[src/rtl/isp_dgain_ctrl_if.sv]
// Verdict/override inputs and gain-index outputs of the digital-gain controller.
// ae_valid is a one-cycle strobe with no back-pressure: the controller accepts a verdict on every cycle it is high.
interface isp_dgain_ctrl_if #(
    parameter int DGAIN_ARRAY_BITS = 7
);
    logic                        ae_valid;
    logic [1:0]                  ae_response;
    logic                        manual_en;
    logic [DGAIN_ARRAY_BITS:0]   manual_index;
    logic [DGAIN_ARRAY_BITS-1:0] dgain_index;
    logic                        dgain_update;
    logic                        at_max;
    logic                        at_min;
    logic                        converged;

    modport master (
        output ae_valid, ae_response, manual_en, manual_index,
        input  dgain_index, dgain_update, at_max, at_min, converged
    );

    modport slave (
        input  ae_valid, ae_response, manual_en, manual_index,
        output dgain_index, dgain_update, at_max, at_min, converged
    );
endinterface

[src/rtl/isp_dgain_ctrl.sv]
// Saturating digital-gain index controller driven by per-frame AE verdicts,
// with fine/coarse stepping, convergence detection and manual override.
module isp_dgain_ctrl #(
    parameter int DGAIN_ARRAY_SIZE = 100,
    parameter int DGAIN_ARRAY_BITS = $clog2(DGAIN_ARRAY_SIZE),
    parameter int DGAIN_INIT       = 0,
    parameter int FINE_STEP        = 1,
    parameter int COARSE_STEP      = 4,
    parameter int STREAK_TH        = 3,
    parameter int CONV_CNT         = 4
) (
    input  logic               pclk,
    input  logic               rst_n,
    isp_dgain_ctrl_if.slave    bus
);
    localparam int BITS = DGAIN_ARRAY_BITS;
    localparam int W    = DGAIN_ARRAY_BITS + 1;
    localparam int SW   = $clog2(STREAK_TH + 1);
    localparam int CW   = $clog2(CONV_CNT + 1);

    localparam logic [W-1:0]    MAX_W    = W'(DGAIN_ARRAY_SIZE - 1);
    localparam logic [W-1:0]    FINE_W   = W'(FINE_STEP);
    localparam logic [W-1:0]    COARSE_W = W'(COARSE_STEP);
    localparam logic [SW-1:0]   STREAK_W = SW'(STREAK_TH);
    localparam logic [CW-1:0]   CONV_W   = CW'(CONV_CNT);
    localparam logic [BITS-1:0] MAX_IDX  = BITS'(DGAIN_ARRAY_SIZE - 1);

    typedef enum logic [1:0] {
        DIR_NONE = 2'd0,
        DIR_UP   = 2'd1,
        DIR_DN   = 2'd2
    } dir_e;

    logic [BITS-1:0] index_q, index_d;
    logic            update_q, update_d;
    logic            at_max_q, at_max_d;
    logic            at_min_q, at_min_d;
    logic            converged_q, converged_d;
    dir_e            dir_q, dir_d;
    logic [SW-1:0]   streak_q, streak_d;
    logic [CW-1:0]   conv_cnt_q, conv_cnt_d;

    dir_e            move_dir;
    logic [W-1:0]    idx_w, step_w, sum_w, new_w, man_w;

    always_comb begin
        index_d     = index_q;
        dir_d       = dir_q;
        streak_d    = streak_q;
        conv_cnt_d  = conv_cnt_q;
        converged_d = converged_q;
        move_dir    = DIR_NONE;
        idx_w       = {1'b0, index_q};
        step_w      = FINE_W;
        sum_w       = '0;
        new_w       = idx_w;
        man_w       = (bus.manual_index > MAX_W) ? MAX_W : bus.manual_index;

        if (bus.manual_en) begin
            // Override owns the index; the verdict this cycle is dropped.
            index_d     = man_w[BITS-1:0];
            dir_d       = DIR_NONE;
            streak_d    = '0;
            conv_cnt_d  = '0;
            converged_d = 1'b0;
        end else if (bus.ae_valid) begin
            case (bus.ae_response)
                2'b01, 2'b10: begin
                    move_dir = (bus.ae_response == 2'b01) ? DIR_UP : DIR_DN;
                    if (move_dir == dir_q && streak_q >= STREAK_W) begin
                        step_w = COARSE_W;
                    end
                    sum_w = idx_w + step_w;
                    if (move_dir == DIR_UP) begin
                        new_w = (sum_w > MAX_W) ? MAX_W : sum_w;
                    end else begin
                        new_w = (idx_w < step_w) ? '0 : idx_w - step_w;
                    end
                    index_d = new_w[BITS-1:0];
                    if (move_dir == dir_q) begin
                        streak_d = (streak_q >= STREAK_W) ? STREAK_W : streak_q + SW'(1);
                    end else begin
                        dir_d    = move_dir;
                        streak_d = SW'(1);
                    end
                    conv_cnt_d  = '0;
                    converged_d = 1'b0;
                end
                2'b00: begin
                    dir_d       = DIR_NONE;
                    streak_d    = '0;
                    conv_cnt_d  = (conv_cnt_q >= CONV_W) ? CONV_W : conv_cnt_q + CW'(1);
                    converged_d = (conv_cnt_d >= CONV_W);
                end
                default: begin
                end
            endcase
        end

        // Flags decode the next index so they land on the same edge as it.
        update_d = (index_d != index_q);
        at_max_d = (index_d == MAX_IDX);
        at_min_d = (index_d == '0);
    end

    always_ff @(posedge pclk) begin
        if (!rst_n) begin
            index_q     <= BITS'(DGAIN_INIT);
            update_q    <= 1'b0;
            at_max_q    <= (DGAIN_INIT == DGAIN_ARRAY_SIZE - 1);
            at_min_q    <= (DGAIN_INIT == 0);
            converged_q <= 1'b0;
            dir_q       <= DIR_NONE;
            streak_q    <= '0;
            conv_cnt_q  <= '0;
        end else begin
            index_q     <= index_d;
            update_q    <= update_d;
            at_max_q    <= at_max_d;
            at_min_q    <= at_min_d;
            converged_q <= converged_d;
            dir_q       <= dir_d;
            streak_q    <= streak_d;
            conv_cnt_q  <= conv_cnt_d;
        end
    end

    assign bus.dgain_index  = index_q;
    assign bus.dgain_update = update_q;
    assign bus.at_max       = at_max_q;
    assign bus.at_min       = at_min_q;
    assign bus.converged    = converged_q;
endmodule

[src/flat_wrapper.sv]
// flat-port wrapper written by rule: the top's interface ports become plain ports
module isp_dgain_ctrl_flat 
#(
    parameter int DGAIN_ARRAY_SIZE = 100,
    parameter int DGAIN_ARRAY_BITS = $clog2(DGAIN_ARRAY_SIZE),
    parameter int DGAIN_INIT       = 0,
    parameter int FINE_STEP        = 1,
    parameter int COARSE_STEP      = 4,
    parameter int STREAK_TH        = 3,
    parameter int CONV_CNT         = 4
)
  (pclk, rst_n, bus_ae_valid, bus_ae_response, bus_manual_en, bus_manual_index, bus_dgain_index, bus_dgain_update, bus_at_max, bus_at_min, bus_converged);
  isp_dgain_ctrl_if #(.DGAIN_ARRAY_BITS(DGAIN_ARRAY_BITS)) bus_i ();
  input  logic pclk;
  input  logic rst_n;
  input wire logic [$bits(bus_i.ae_valid)-1:0] bus_ae_valid;
  input wire logic [$bits(bus_i.ae_response)-1:0] bus_ae_response;
  input wire logic [$bits(bus_i.manual_en)-1:0] bus_manual_en;
  input wire logic [$bits(bus_i.manual_index)-1:0] bus_manual_index;
  output wire logic [$bits(bus_i.dgain_index)-1:0] bus_dgain_index;
  output wire logic [$bits(bus_i.dgain_update)-1:0] bus_dgain_update;
  output wire logic [$bits(bus_i.at_max)-1:0] bus_at_max;
  output wire logic [$bits(bus_i.at_min)-1:0] bus_at_min;
  output wire logic [$bits(bus_i.converged)-1:0] bus_converged;
  assign bus_i.ae_valid = bus_ae_valid;
  assign bus_i.ae_response = bus_ae_response;
  assign bus_i.manual_en = bus_manual_en;
  assign bus_i.manual_index = bus_manual_index;
  assign bus_dgain_index = bus_i.dgain_index;
  assign bus_dgain_update = bus_i.dgain_update;
  assign bus_at_max = bus_i.at_max;
  assign bus_at_min = bus_i.at_min;
  assign bus_converged = bus_i.converged;
  isp_dgain_ctrl #(.DGAIN_ARRAY_SIZE(DGAIN_ARRAY_SIZE), .DGAIN_ARRAY_BITS(DGAIN_ARRAY_BITS), .DGAIN_INIT(DGAIN_INIT), .FINE_STEP(FINE_STEP), .COARSE_STEP(COARSE_STEP), .STREAK_TH(STREAK_TH), .CONV_CNT(CONV_CNT)) u_core (.pclk(pclk), .rst_n(rst_n), .bus(bus_i));
endmodule
[config.mk]
export PLATFORM = sky130hd
export DESIGN_NAME = isp_dgain_ctrl_flat
export DESIGN_NICKNAME = d
export VERILOG_FILES = /design/src/rtl/isp_dgain_ctrl_if.sv /design/src/rtl/isp_dgain_ctrl.sv /design/src/flat_wrapper.sv
export SDC_FILE = /design/constraint.sdc
export NUM_CORES = 1
export LEC_CHECK = 0
export BUFFER_PORTS_ARGS = -buffer_cell sky130_fd_sc_hd__clkbuf_2
export CORE_UTILIZATION = 58
export CTS_CLUSTER_DIAMETER = 60
export CTS_CLUSTER_SIZE = 20
export DETAILED_ROUTE_END_ITERATION = 10
export GPL_TIMING_DRIVEN = 1
export PLACE_DENSITY = 0.82
export SETUP_SLACK_MARGIN = 0.2
export SLEW_MARGIN = 40
export SYNTH_ARGS = -nofsm -noshare
export SYNTH_HDL_FRONTEND = slang
export SYNTH_SLANG_ARGS = --single-unit
[constraint.sdc]
create_clock -name pclk -period 4.26 [get_ports pclk]
set_input_delay 0.426 -clock pclk [delete_from_list [all_inputs] [get_ports pclk]]
set_output_delay 0.426 -clock pclk [all_outputs]
set_load 0.01 [all_outputs]
==> results of run 1 <==
per-stage QoR:
step / total power [mW] / hold WS, ns / cells / worst slack (ns) / cell area, um2
CTS: 0.4560 / 0.3697 / 287 / 0.5145 / 1921
global placement: 0.3714 / 0.5061 / 283 / 0.2513 / 1893
finish: 0.4584 / 0.3713 / 287 / 0.4806 / 1921
floorplan: 0.3250 / 0.4677 / 240 / 0.7591 / 1789
detailed placement: 0.3724 / 0.5085 / 283 / 0.2201 / 1893
global route: 0.4830 / 0.3998 / 287 / 0.3108 / 1921
cell type report:
class / instances / area share (%)
Tap cell: 31 / 2.020
Sequential cell: 17 / 17.72
Timing Repair Buffer: 24 / 6.254
Clock inverter: 1 / 0.2606
Inverter: 14 / 2.736
Clock buffer: 3 / 1.173
Multi-Input combinational cell: 197 / 69.84
power by group through the flow:
| stage | Sequential [mW] | Clock [mW] | Combinational [mW] |
|---|---|---|---|
| after floorplan | 0.183 | 0 | 0.142 |
| after global placement | 0.191 | 0 | 0.180 |
| after detailed placement | 0.191 | 0 | 0.181 |
| after CTS | 0.188 | 0.0863 | 0.182 |
| after global routing | 0.190 | 0.0920 | 0.201 |
| final | 0.188 | 0.0841 | 0.186 |
cell usage in the layout (no fill, tap or decap), drive strengths merged, types with 3 or more instances in the layout:
cell type  instances
a2111oi            3
a211oi             8
a21oi             18
a32oi              4
and2               6
clkbuf            27
dfxtp             17
ha                11
inv               13
mux2i              3
nand2             11
nand2b            11
nand3              8
nor2              27
nor2b              3
nor3              11
nor4               5
o211ai             3
o21ai             18
o22ai              4
or2                4
xnor2              3
sequential cells by signal (all words and copies together) (netlist names):
name	cells
u_core.bus.at_max	1
u_core.bus.at_min	1
u_core.bus.dgain_index	7
u_core.bus.dgain_update	1
u_core.conv_cnt_q	3
u_core.dir_q	2
u_core.streak_q	2
how the worst min path moves through the flow:
stage | start | depth (start not counted) | endpoint
2_1_floorplan | u_core.dir_q[0]$_SDFFE_PP0P_ | 2 | u_core.dir_q[0]$_SDFFE_PP0P_
3_3_place_gp | u_core.dir_q[1]$_SDFFE_PP0P_ | 2 | u_core.dir_q[1]$_SDFFE_PP0P_
3_5_place_dp | u_core.dir_q[0]$_SDFFE_PP0P_ | 2 | u_core.dir_q[0]$_SDFFE_PP0P_
4_1_cts | rst_n | 2 | u_core.bus.at_min$_SDFF_PN1_
5_1_grt | rst_n | 2 | u_core.bus.at_min$_SDFF_PN1_
6_report | rst_n | 2 | u_core.bus.at_min$_SDFF_PN1_
metal layers:
layer | wire, um | global-route usage, % | up-vias
li1 | - | - | 934
met5 | 0 | 0 | -
met4 | 89 | 8.711 | 0
met3 | 399 | 6.349 | 10
met2 | 2012 | 48.34 | 95
met1 | 2329 | 43.45 | 836
cells by family (layout without fill, tap and decap cells):
| logic type | Yosys count | count (layout) | share of synthesized area (%) |
|---|---|---|---|
| buffers and inverters | 26 | 42 | 6.014 |
| and+or+nand+nor | 96 | 96 | 28.81 |
| DFF | 17 | 17 | 19.02 |
| AOI/OAI and AO/OA | 83 | 83 | 34.69 |
| muxes | 4 | 4 | 2.308 |
| adders and majority gates | 11 | 11 | 7.692 |
| xor gates and xnor gates | 3 | 3 | 1.469 |
critical path, stage by stage:
cell,delay (ns)
clkbuf_2,0.09
inv_1,0.07
ha_1,0.44
nand2_1,0.10
o22ai_1,0.22
nand3_1,0.20
ha_1,0.55
nor2b_2,0.39
nor4_4,0.09
a211oi_1,0.31
o22ai_1,0.18
a2111oi_2,0.40
o2111ai_1,0.18
o31a_1,0.32
==> qor.yml, run 1 <==
synth_ff_type: "dfxtp_1"
firstDrtPassIters: 4
numCtsBuffers: 3
cp-startpoint: "bus_ae_response[1]"
intPower_mw: 0.2799
start_util_pct: 63.25
clockBufferDepth: 2
rows: 19
p_sw_share_pct: 38.95
grt_pass1_wl_um: 7921
postSynthAreaPerCell_um2: 7.455
dp_hpwl_um: 3745
n_fill_cell: 252
root_buffer: "clkbuf_4"
grt_pass1_vias: 1713
synth-edff-count: 0
viasPerCell: 6.533
p_sw_mw: 0.1785
tns_ns: 0
grt_overflow_total: 0
cts_tree: "yes"
seq_power_share_pct: 41.1
synth-seq-area-share_pct: 19.02
synthTopCellsByArea: "dfxtp_1 19%, ha_1 7.7%, nor2_1 5.7%"
clk_pin_slew_ns: 0.10
endpoint_kind: "flip-flop"
regToRegStartpoint: "u_core.dir_q[0]$_SDFFE_PP0P_"
cts_resized: 0
fin_util_pct: 67.89
gp_congestion: 1.003
synth_top_area_cell: "dfxtp_1"
drt_drc_violations_left: 0
power_density_mw_per_mm2: 238.7
post_drt_wl_per_cell_um: 16.83
num_io_pins: 25
r2r_setup_slack_ns: 0.82
clk_latency_ns: 0.29
antenna_found_initial: 0
hold_viol: 0
hold_buffers: 0
skew_ns: 0.005394
detail_route.iter0.violations: 153
reg2reg_depth: 11
layout-area-overhead-vs-synth_pct: 7.343
syn_nets: 265
r2r_end: "u_core.bus.dgain_update$_SDFF_PN0_"
fmax_mhz: 264.6
grt_setup_unrepaired: "no"
die_w_um: 57.54
grtUsageTotal_pct: 31.08
cts.sinks: 17
grt_max_degree: 25
pwr-share-comb_pct: 40.6
fp.dieH_um: 57.54
num_antenna_cells: 0
die_area_mm2: 0.003311
postCtsSetupBuffers: 0
drive_above_1_share_pct: 16.02
nets: 282
final_max_slew_viol_count: 0
status: "finished, final reports clean"
synthArstFlopShare_pct: 0
drt_wl_total_um: 4831
setup_viol: 0
crit_arrival_ns: 3.97
clockPowerShare_pct: 18.3
min_path_type: "in2reg"
core_area_mm2: 0.002829
ant_nets: 0
synth_cell_type_count: 62
post-synth-top-count-cell: "nor2_1"
ir_drop_v: 0.0003265
synthCells: 240
final-seq-area_um2: 340.3
ys_warn_count: 0
synth_top_area_share_pct: 19.02
required_ns: 4.45
synth_common_cells: "27 x nor2_1, 18 x a21oi_1, 17 x dfxtp_1"
dr_total_vias: 1875
syn_area_mm2: 0.001789
crit_end: "u_core.bus.dgain_update$_SDFF_PN0_"
cap_violations: 0
critPathKind: "in2reg"
start_kind: "input pin"
period_needed_ns: 3.779
p_leak_nw: 0.7701
cp_max_fo: 12
multi_input_area_mm2: 0.001341
finalCritPeriodShare_pct: 88.72
ys_seq_elements: 17
h-tree-depth: 1
tightest_slew_ns: 0.6454
relSlewSlack_pct: 56.91
portBuffers: 24
No activity file was read; power rests on OpenSTA's default activity.
==> inputs of run 2 (changes only) <==
==> constraint.sdc (replaced) <==
create_clock -name pclk -period 4.26 [get_ports pclk]
set_input_delay 0.639 -clock pclk [delete_from_list [all_inputs] [get_ports pclk]]
set_output_delay 0.639 -clock pclk [all_outputs]
set_load 0.01 [all_outputs]
==> run 2 against run 1 <==
  * Sequential power is essentially flat
  * Cell area grew 0.39%
  * Setup slack gained 0.069 ns
  * Hold slack gained 0.17 ns
  * Utilization grew 0.27 points
  * Largest cell class unchanged
  * Via count grew 2.0%
  * Non-clock buffer count grew 1
==> qor.yml, run 2 (synthesized netlist as in run 1, its figures left out) <==
p_leak_nw: 0.7752
num_io_pins: 25
period_needed_ns: 3.711
n_fill_cell: 254
grtUsageTotal_pct: 30.81
rows: 19
die_w_um: 57.54
viasPerCell: 6.639
crit_arrival_ns: 3.91
clockBufferDepth: 2
fmax_mhz: 269.5
path_common_cell: "ha_1"
cts.sinks: 17
final_common_cell: "nor2_1"
min_path_type: "reg2reg"
finalCritPeriodShare_pct: 87.11
endpoint_kind: "flip-flop"
cap_violations: 0
drt_drc_violations_left: 0
drt_wl_total_um: 4748
final_cell_mix: "27 x nor2_1, 24 x clkbuf_2, 18 x a21oi_1, 17 x dfxtp_1"
status: "finished, final reports clean"
final_max_slew_viol_count: 0
start_util_pct: 63.25
crit_chain: "clkbuf_2 -> inv_1 -> ha_1 -> nand2_1 -> o22ai_1 -> nand3_1 -> ha_1 -> nor2b_2 -> or4_1 -> a41o_1 -> and3_1 -> a211oi_1 -> o2111ai_1 -> o31a_1"
root_buffer: "clkbuf_4"
ir_drop_v: 0.0002471
layout-area-overhead-vs-synth_pct: 7.762
tightest_slew_ns: 0.7051
start_kind: "input pin"
grt_overflow_total: 0
cts_resized: 0
postCtsSetupBuffers: 0
skew_ns: 0.003055
grt_pass1_vias: 1663
clk_latency_ns: 0.30
h-tree-depth: 1
grt_max_degree: 25
cp_max_fo: 12
hold_buffers: 0
hold_viol: 0
max_stage_delay_ns: 0.50
gp_congestion: 0.9674
drive_above_1_share_pct: 16.34
portBuffers: 24
post_drt_wl_per_cell_um: 16.49
fin_util_pct: 68.16
grt_setup_unrepaired: "no"
core_area_mm2: 0.002829
relSlewSlack_pct: 52.93
largest_reg_flops: 7
antenna_found_initial: 0
fp.dieH_um: 57.54
grt_pass1_wl_um: 7872
clk_pin_slew_ns: 0.10
hold_ws_ns: 0.5451
die_area_mm2: 0.003311
power_density_mw_per_mm2: 238.2
dr_total_vias: 1912
total_power_mw: 0.4593
firstDrtPassIters: 4
cts_tree: "yes"
tns_ns: 0
nets: 283
required_ns: 4.46
setup_viol: 0
ant_nets: 0
numCtsBuffers: 3
critPathKind: "in2reg"
num_antenna_cells: 0
dp_hpwl_um: 3606
detail_route.iter0.violations: 93
crit_slowest_cell: "or4_1"
## run 2: cell types whose count changed in the layout (fill, tap and decap cells not counted), sizes merged
cell	change
buf	+1
## run 2: area by class of cell
class	instances	area, um2	area share (%)
flip-flops and latches	17	340.3	17.65
clock buffers	3	22.52	1.168
repair buffers	25	127.6	6.619
inverters	14	52.55	2.726
clock inverters	1	5.005	0.2596
multi-input cells	197	1341	69.57
well taps	31	38.79	2.012
## run 2: final timing paths
check                                  startpoint                                  to  slack [ns]  cells after the start
setup / recovery               bus_ae_response[1]  u_core.bus.dgain_update$_SDFF_PN0_        0.55                     14
hold / removal    u_core.streak_q[1]$_SDFFE_PP0P_     u_core.streak_q[1]$_SDFFE_PP0P_        0.55                      2
setup reg to reg     u_core.dir_q[0]$_SDFFE_PP0P_  u_core.bus.dgain_update$_SDFF_PN0_        0.79                     11
hold reg to reg   u_core.streak_q[1]$_SDFFE_PP0P_     u_core.streak_q[1]$_SDFFE_PP0P_        0.55                      2
## run 2: critical path, delay by kind of cell
family | cells | cell delay, ns
fa+ha+maj | 2 | 0.67
buf+inv | 2 | 0.16
compound gates | 5 | 1.24
simple gates | 5 | 1.20
## run 2: report_power, final
group | switching [mW] | total, mW | internal [mW]
Combinational | 0.108 | 0.187 | 0.0785
Sequential | 0.0192 | 0.186 | 0.167
Clock | 0.0511 | 0.0862 | 0.0350
Total | 0.179 | 0.459 | 0.281
## run 2: per-layer routing
layer	global-route usage [%]	wire [um]
met1	45.00	2152
met5	0	0
met2	45.51	2046
met4	11.50	84
met3	4.535	465
## run 2: through the flow
step / cell area (um2) / std cells / worst slack (ns)
after floorplan: 1789 / 240 / 0.5461
after global placement: 1901 / 284 / 0.3793
after detailed placement: 1901 / 284 / 0.2971
after CTS: 1928 / 288 / 0.6120
after global routing: 1928 / 288 / 0.3467
final: 1928 / 288 / 0.5493
